### src/rtl/fpga.sv
// Shared serial-bus transmitter: 16 source nodes, fixed-priority arbitration,
// 78-bit framed packet shifted out MSB first on a registered bus line.
module fpga (
    input  logic        clock,
    input  logic        reset,
    input  logic [3:0]  CRC1,  CRC2,  CRC3,  CRC4,  CRC5,  CRC6,  CRC7,  CRC8,
    input  logic [3:0]  CRC9,  CRC10, CRC11, CRC12, CRC13, CRC14, CRC15, CRC16,
    input  logic [63:0] Data1,  Data2,  Data3,  Data4,  Data5,  Data6,  Data7,  Data8,
    input  logic [63:0] Data9,  Data10, Data11, Data12, Data13, Data14, Data15, Data16,
    input  logic [3:0]  receiverAddr1,  receiverAddr2,  receiverAddr3,  receiverAddr4,
    input  logic [3:0]  receiverAddr5,  receiverAddr6,  receiverAddr7,  receiverAddr8,
    input  logic [3:0]  receiverAddr9,  receiverAddr10, receiverAddr11, receiverAddr12,
    input  logic [3:0]  receiverAddr13, receiverAddr14, receiverAddr15, receiverAddr16,
    input  logic [15:0] mod,
    output logic        bus_show
);

    typedef enum logic {IDLE, SEND} state_t;

    // Index of the last frame bit (stop bit); frame is 78 bits long.
    localparam logic [6:0] LAST_IDX = 7'd77;

    // Node fields packed so that element 0 is node 1.
    logic [15:0][63:0] data_arr;
    logic [15:0][3:0]  addr_arr;
    logic [15:0][3:0]  crc_arr;

    assign data_arr = {Data16, Data15, Data14, Data13, Data12, Data11, Data10, Data9,
                       Data8,  Data7,  Data6,  Data5,  Data4,  Data3,  Data2,  Data1};
    assign addr_arr = {receiverAddr16, receiverAddr15, receiverAddr14, receiverAddr13,
                       receiverAddr12, receiverAddr11, receiverAddr10, receiverAddr9,
                       receiverAddr8,  receiverAddr7,  receiverAddr6,  receiverAddr5,
                       receiverAddr4,  receiverAddr3,  receiverAddr2,  receiverAddr1};
    assign crc_arr  = {CRC16, CRC15, CRC14, CRC13, CRC12, CRC11, CRC10, CRC9,
                       CRC8,  CRC7,  CRC6,  CRC5,  CRC4,  CRC3,  CRC2,  CRC1};

    state_t      state_q, state_d;
    logic [6:0]  cnt_q, cnt_d;
    logic [77:0] shift_q, shift_d;
    logic        bus_show_q, bus_show_d;

    logic [3:0]  sel_idx;
    logic [77:0] frame_load;

    // Fixed-priority arbiter: lowest set request bit wins (scan high to low).
    always_comb begin
        sel_idx = 4'h0;
        for (int i = 15; i >= 0; i--) begin
            if (mod[i]) begin
                sel_idx = i[3:0];
            end
        end
    end

    // Whole frame of the winning node; sender address equals the node index.
    assign frame_load = {1'b1, sel_idx, addr_arr[sel_idx], data_arr[sel_idx],
                         crc_arr[sel_idx], 1'b1};

    // Next-state logic: latch on request in IDLE, shift one bit per clock in SEND.
    // The start bit goes straight to the output; the remaining 77 bits sit
    // left-aligned in the shift register.
    always_comb begin
        state_d    = state_q;
        cnt_d      = cnt_q;
        shift_d    = shift_q;
        bus_show_d = bus_show_q;
        case (state_q)
            IDLE: begin
                bus_show_d = 1'b0;
                cnt_d      = 7'd0;
                if (mod != 16'h0000) begin
                    state_d    = SEND;
                    shift_d    = {frame_load[76:0], 1'b0};
                    bus_show_d = 1'b1;
                end
            end
            SEND: begin
                if (cnt_q == LAST_IDX) begin
                    // Stop bit has been shown for a full cycle: one forced idle cycle.
                    state_d    = IDLE;
                    bus_show_d = 1'b0;
                    cnt_d      = 7'd0;
                    shift_d    = '0;
                end else begin
                    bus_show_d = shift_q[77];
                    shift_d    = {shift_q[76:0], 1'b0};
                    cnt_d      = cnt_q + 7'd1;
                end
            end
            default: begin
                state_d    = IDLE;
                bus_show_d = 1'b0;
                cnt_d      = 7'd0;
                shift_d    = '0;
            end
        endcase
    end

    // State register with synchronous reset; reset aborts any frame in flight.
    always_ff @(posedge clock) begin
        if (reset) begin
            state_q    <= IDLE;
            cnt_q      <= 7'd0;
            shift_q    <= '0;
            bus_show_q <= 1'b0;
        end else begin
            state_q    <= state_d;
            cnt_q      <= cnt_d;
            shift_q    <= shift_d;
            bus_show_q <= bus_show_d;
        end
    end

    assign bus_show = bus_show_q;

endmodule

### config.mk
export PLATFORM = sky130hd
export DESIGN_NAME = fpga
export DESIGN_NICKNAME = d
export VERILOG_FILES = /design/src/rtl/fpga.sv
export SDC_FILE = /design/constraint.sdc
export NUM_CORES = 1
export LEC_CHECK = 0
export CORE_AREA = 2 2 459 461
export DETAILED_ROUTE_END_ITERATION = 12
export DIE_AREA = 0 0 461 463
export GPL_TIMING_DRIVEN = 0
export PLACE_DENSITY = 0.35
export SLEW_MARGIN = 15
export SYNTH_ARGS = -nofsm -noshare
export SYNTH_HDL_FRONTEND = slang
export SYNTH_SLANG_ARGS = --single-unit
### constraint.sdc
create_clock -name clock -period 5.2 [get_ports clock]
set_input_delay 0.52 -clock clock [delete_from_list [all_inputs] [get_ports clock]]
set_output_delay 0.52 -clock clock [all_outputs]
set_load 0.01 [all_outputs]
==> flow_metrics.env <==
export IMPL_status="complete, no violations"
export IMPL_r2r_slack_ns=2.10
export IMPL_drv_cap=0
export IMPL_grt_pass1_vias=22345
export IMPL_p_total_mw=3.82
export IMPL_cpMaxStageDelayCell="nor4_2"
export IMPL_antenna_found_initial=195
export IMPL_ys_flop_type="dfxtp_1"
export IMPL_leakagePower_nw=9.05
export IMPL_finalSetupTns_ns=0
export IMPL_fillers=24071
export IMPL_drv_slew=0
export IMPL_syn_inst=1766
export IMPL_yosysWarnings=0
export IMPL_yosys_area_top_type="dfxtp_1"
export IMPL_end_kind="flip-flop"
export IMPL_setup_slack_ns=0.229
export IMPL_path_class="in2reg"
export IMPL_grt_start_max_net_pins=19
export IMPL_core_region_area_um2=209000
export IMPL_die_area_um2=213000
export IMPL_setup_viol=0
export IMPL_clkTransAtPathRegs_ns=0.10
export IMPL_synthAdderAreaFrac=0.00186
export IMPL_syn_nets=2938
export IMPL_slowest_delay_ns=0.74
export IMPL_grt_ovfl_total=0
export IMPL_p_per_area_nw_per_um2=130
export IMPL_cp_data_required_time_ns=5.50
export IMPL_post_route_min_period_ns=4.97
export IMPL_grt_pass1_wl_um=253000
export IMPL_cts_buffer_depth=2
export IMPL_yosysMostFrequentCell="nand2_1"
export IMPL_whs_path_depth=2
export IMPL_crit_chain="clkdlybuf4s50_1, nor4_2, o211ai_2, a21oi_4, clkbuf_4, buf_1, a32oi_1, o211ai_1, o211ai_1"
export IMPL_htree_levels=3
export IMPL_synth_top_family_by_area="compound AO/OA/AOI/OAI gates"
export IMPL_yosys_top_cells_count="nand2_1 (437), o211ai_1 (211), mux2i_1 (154)"
export IMPL_tightest_slew_ns=1.28
export IMPL_post_cts_setup_buffer_count=0
export IMPL_cp_startpoint="mod[4]"
export IMPL_synth_edff_count=0
export IMPL_synth_xor_area_frac=0.00325
export IMPL_drc=0
export IMPL_first_pass_iters=6
export IMPL_drive_above_1_share=0.0668
export IMPL_dpl_cell_count=5752
export IMPL_synth_area_per_cell_um2=7.62
export IMPL_clock_sinks=86
export IMPL_arrival_ns=5.27
export IMPL_ys_seq_area_frac=0.128
export IMPL_final_setup_skew_ns=0.0463
export IMPL_path_max_fanout=10
export IMPL_grt_setup_unrepaired="false"
export IMPL_port_buffer_count=1169
export IMPL_ys_ff_latch=86
export IMPL_die_w_um=461
export IMPL_start_util=0.0646
export IMPL_crit_family="compound AO/OA/AOI/OAI gates"
export IMPL_max_freq_ghz=0.201
export IMPL_synth_area_leaders="dfxtp_1 (13%), nand2_1 (12%), o211ai_1 (12%), mux4_2 (12%), mux2i_1 (11%)"
export IMPL_grt_total_usage=0.187
export IMPL_synth_async_reset_ratio=0
export IMPL_synth_distinct_cells=43
export IMPL_synth_cell_area_um2=13500
export IMPL_cts_tree="done"
export IMPL_worst_r2r_endpoint="shift_q[74]$_SDFFE_PP0P_"
export IMPL_cp_start_kind="primary input"
export IMPL_final_period_utilization=0.956
export IMPL_hold_buffers=0
export IMPL_num_io_pins=1171
export IMPL_fp_row_count=168
export IMPL_nNetsFinal=4130
export IMPL_min_from="shift_q[74]$_SDFFE_PP0P_"
export IMPL_hpwl_um=185000
export IMPL_relSlewSlack=0.148
export IMPL_stdcell_count=5826
export IMPL_dp_slack_ns=-0.508
export IMPL_final_hold_viol_count=0
export IMPL_cp_common_cell="o211ai_1"
export IMPL_vias=21735
export IMPL_synthSimpleGateAreaFrac=0.176
export IMPL_routed_via_density=3.73
export IMPL_drt_antenna_violating_nets=0
export IMPL_drt_iter0_markers=1538
export IMPL_wirelength_um=209000
export IMPL_cts_resized=0
export IMPL_whs_endpoint="shift_q[74]$_SDFFE_PP0P_"
export IMPL_synth_mux_area_fraction=0.232
export IMPL_r2r_start="cnt_q[1]$_SDFF_PP0_"
export IMPL_insertion_delay_ns=0.46
export IMPL_synth_compound_area_share=0.380
export IMPL_vdd_ir_drop_max_mv=0.169
export IMPL_fp_dieH_um=463
export IMPL_min_path_type="reg2reg"
export IMPL_clockRootBuffer="clkbuf_16"
export IMPL_detail_route_wl_per_cell_um=35.9
export IMPL_cts_buffers_inserted=9
export IMPL_path_buf_inv=3
export IMPL_reg2regPathDepth=11
export IMPL_synth_top_area_frac=0.128
export IMPL_synthToLayoutAreaGrowth_pct=118
export IMPL_gp_congestion=0.919
-- final cells by class --
type                            count  area, um2  share of cell area
Sequential cell                    86       1720              0.0586
Clock inverter                      7       78.8             0.00268
Antenna cell                       58        145             0.00494
Inverter                            7       26.3            0.000895
Timing Repair Buffer             1181      11900               0.404
Tap cell                         2805       3510               0.119
Buffer                            207       1050              0.0358
Clock buffer                        9        225             0.00767
Multi-Input combinational cell   1466      10700               0.365
-- cell usage in the layout, fill, tap and decap left out, drive strengths merged, types with 2 or more instances in the layout --
cell type / n
a32oi: 140
dfxtp: 86
xnor2: 3
mux4: 70
nor4: 4
diode: 58
a211oi: 79
clkbuf: 135
o32ai: 3
o21ai: 4
or4: 3
o211ai: 212
and2: 72
nand3: 7
inv: 9
o21bai: 4
nor2b: 4
nor3: 16
nor2: 17
a221oi: 4
mux2i: 154
a21oi: 13
o21a: 71
buf: 93
clkinvlp: 2
clkdlybuf4s50: 1169
a31oi: 70
xor2: 2
nand2: 437
a22oi: 70
ha: 2
clkinv: 3
-- flip-flops by register name, summed over array words and instances (netlist names) --
signal,cells
bus_show,1
cnt_q,7
shift_q,77
state_q,1
-- logic make-up (layout without fill, tap and decap cells) --
group           Yosys count  count (layout)
compound gates          672             672
xor+xnor                  5               5
fa+ha+maj                 2               2
buf+inv                 214            1411
flops                    86              86
mux                     224             224
other cells               0              58
simple gates            563             563
-- stage by stage --
stage,cell area [um2],util,hold WS [ns]
4_1_cts,29200,0.140,0.498
6_report,29400,0.141,0.498
5_1_grt,29300,0.140,0.525
3_5_place_dp,28900,0.139,0.487
2_1_floorplan,13500,-,0.455
3_3_place_gp,28700,0.138,0.478
-- worst max path at each step --
stage | end | slack [ns] | cells after the start
finish | shift_q[25]$_SDFFE_PP0P_ | 0.23 | 9
global route | shift_q[25]$_SDFFE_PP0P_ | 0.16 | 9
CTS | shift_q[25]$_SDFFE_PP0P_ | 0.003 | 9
detailed placement | shift_q[25]$_SDFFE_PP0P_ | -0.51 | 9
global placement | shift_q[64]$_SDFFE_PP0P_ | -2.41 | 7
floorplan | shift_q[36]$_SDFFE_PP0P_ | 2.43 | 9
-- power by group --
| part | switching (mW) | leakage (nW) | internal (mW) |
|---|---|---|---|
| Clock | 0.452 | 0.142 | 0.342 |
| Sequential | 0.0647 | 0.710 | 0.718 |
| Combinational | 1.06 | 8.20 | 1.18 |
-- worst min-delay path, stage by stage, from the launching register on --
cell	delay (ns)
dfxtp_1	0.32
nor2_1	0.09
nor3_1	0.05
-- per-layer routing --
| metal | vias to the layer above | global-route usage | routed length, um |
|---|---|---|---|
| li1 | 9413 | - | - |
| met1 | 10531 | 0.203 | 77800 |
| met2 | 1295 | 0.326 | 102000 |
| met3 | 340 | 0.0763 | 21300 |
| met4 | 156 | 0.0628 | 7000 |
| met5 | - | 0 | 984 |
(Power assumes the default switching activity.)
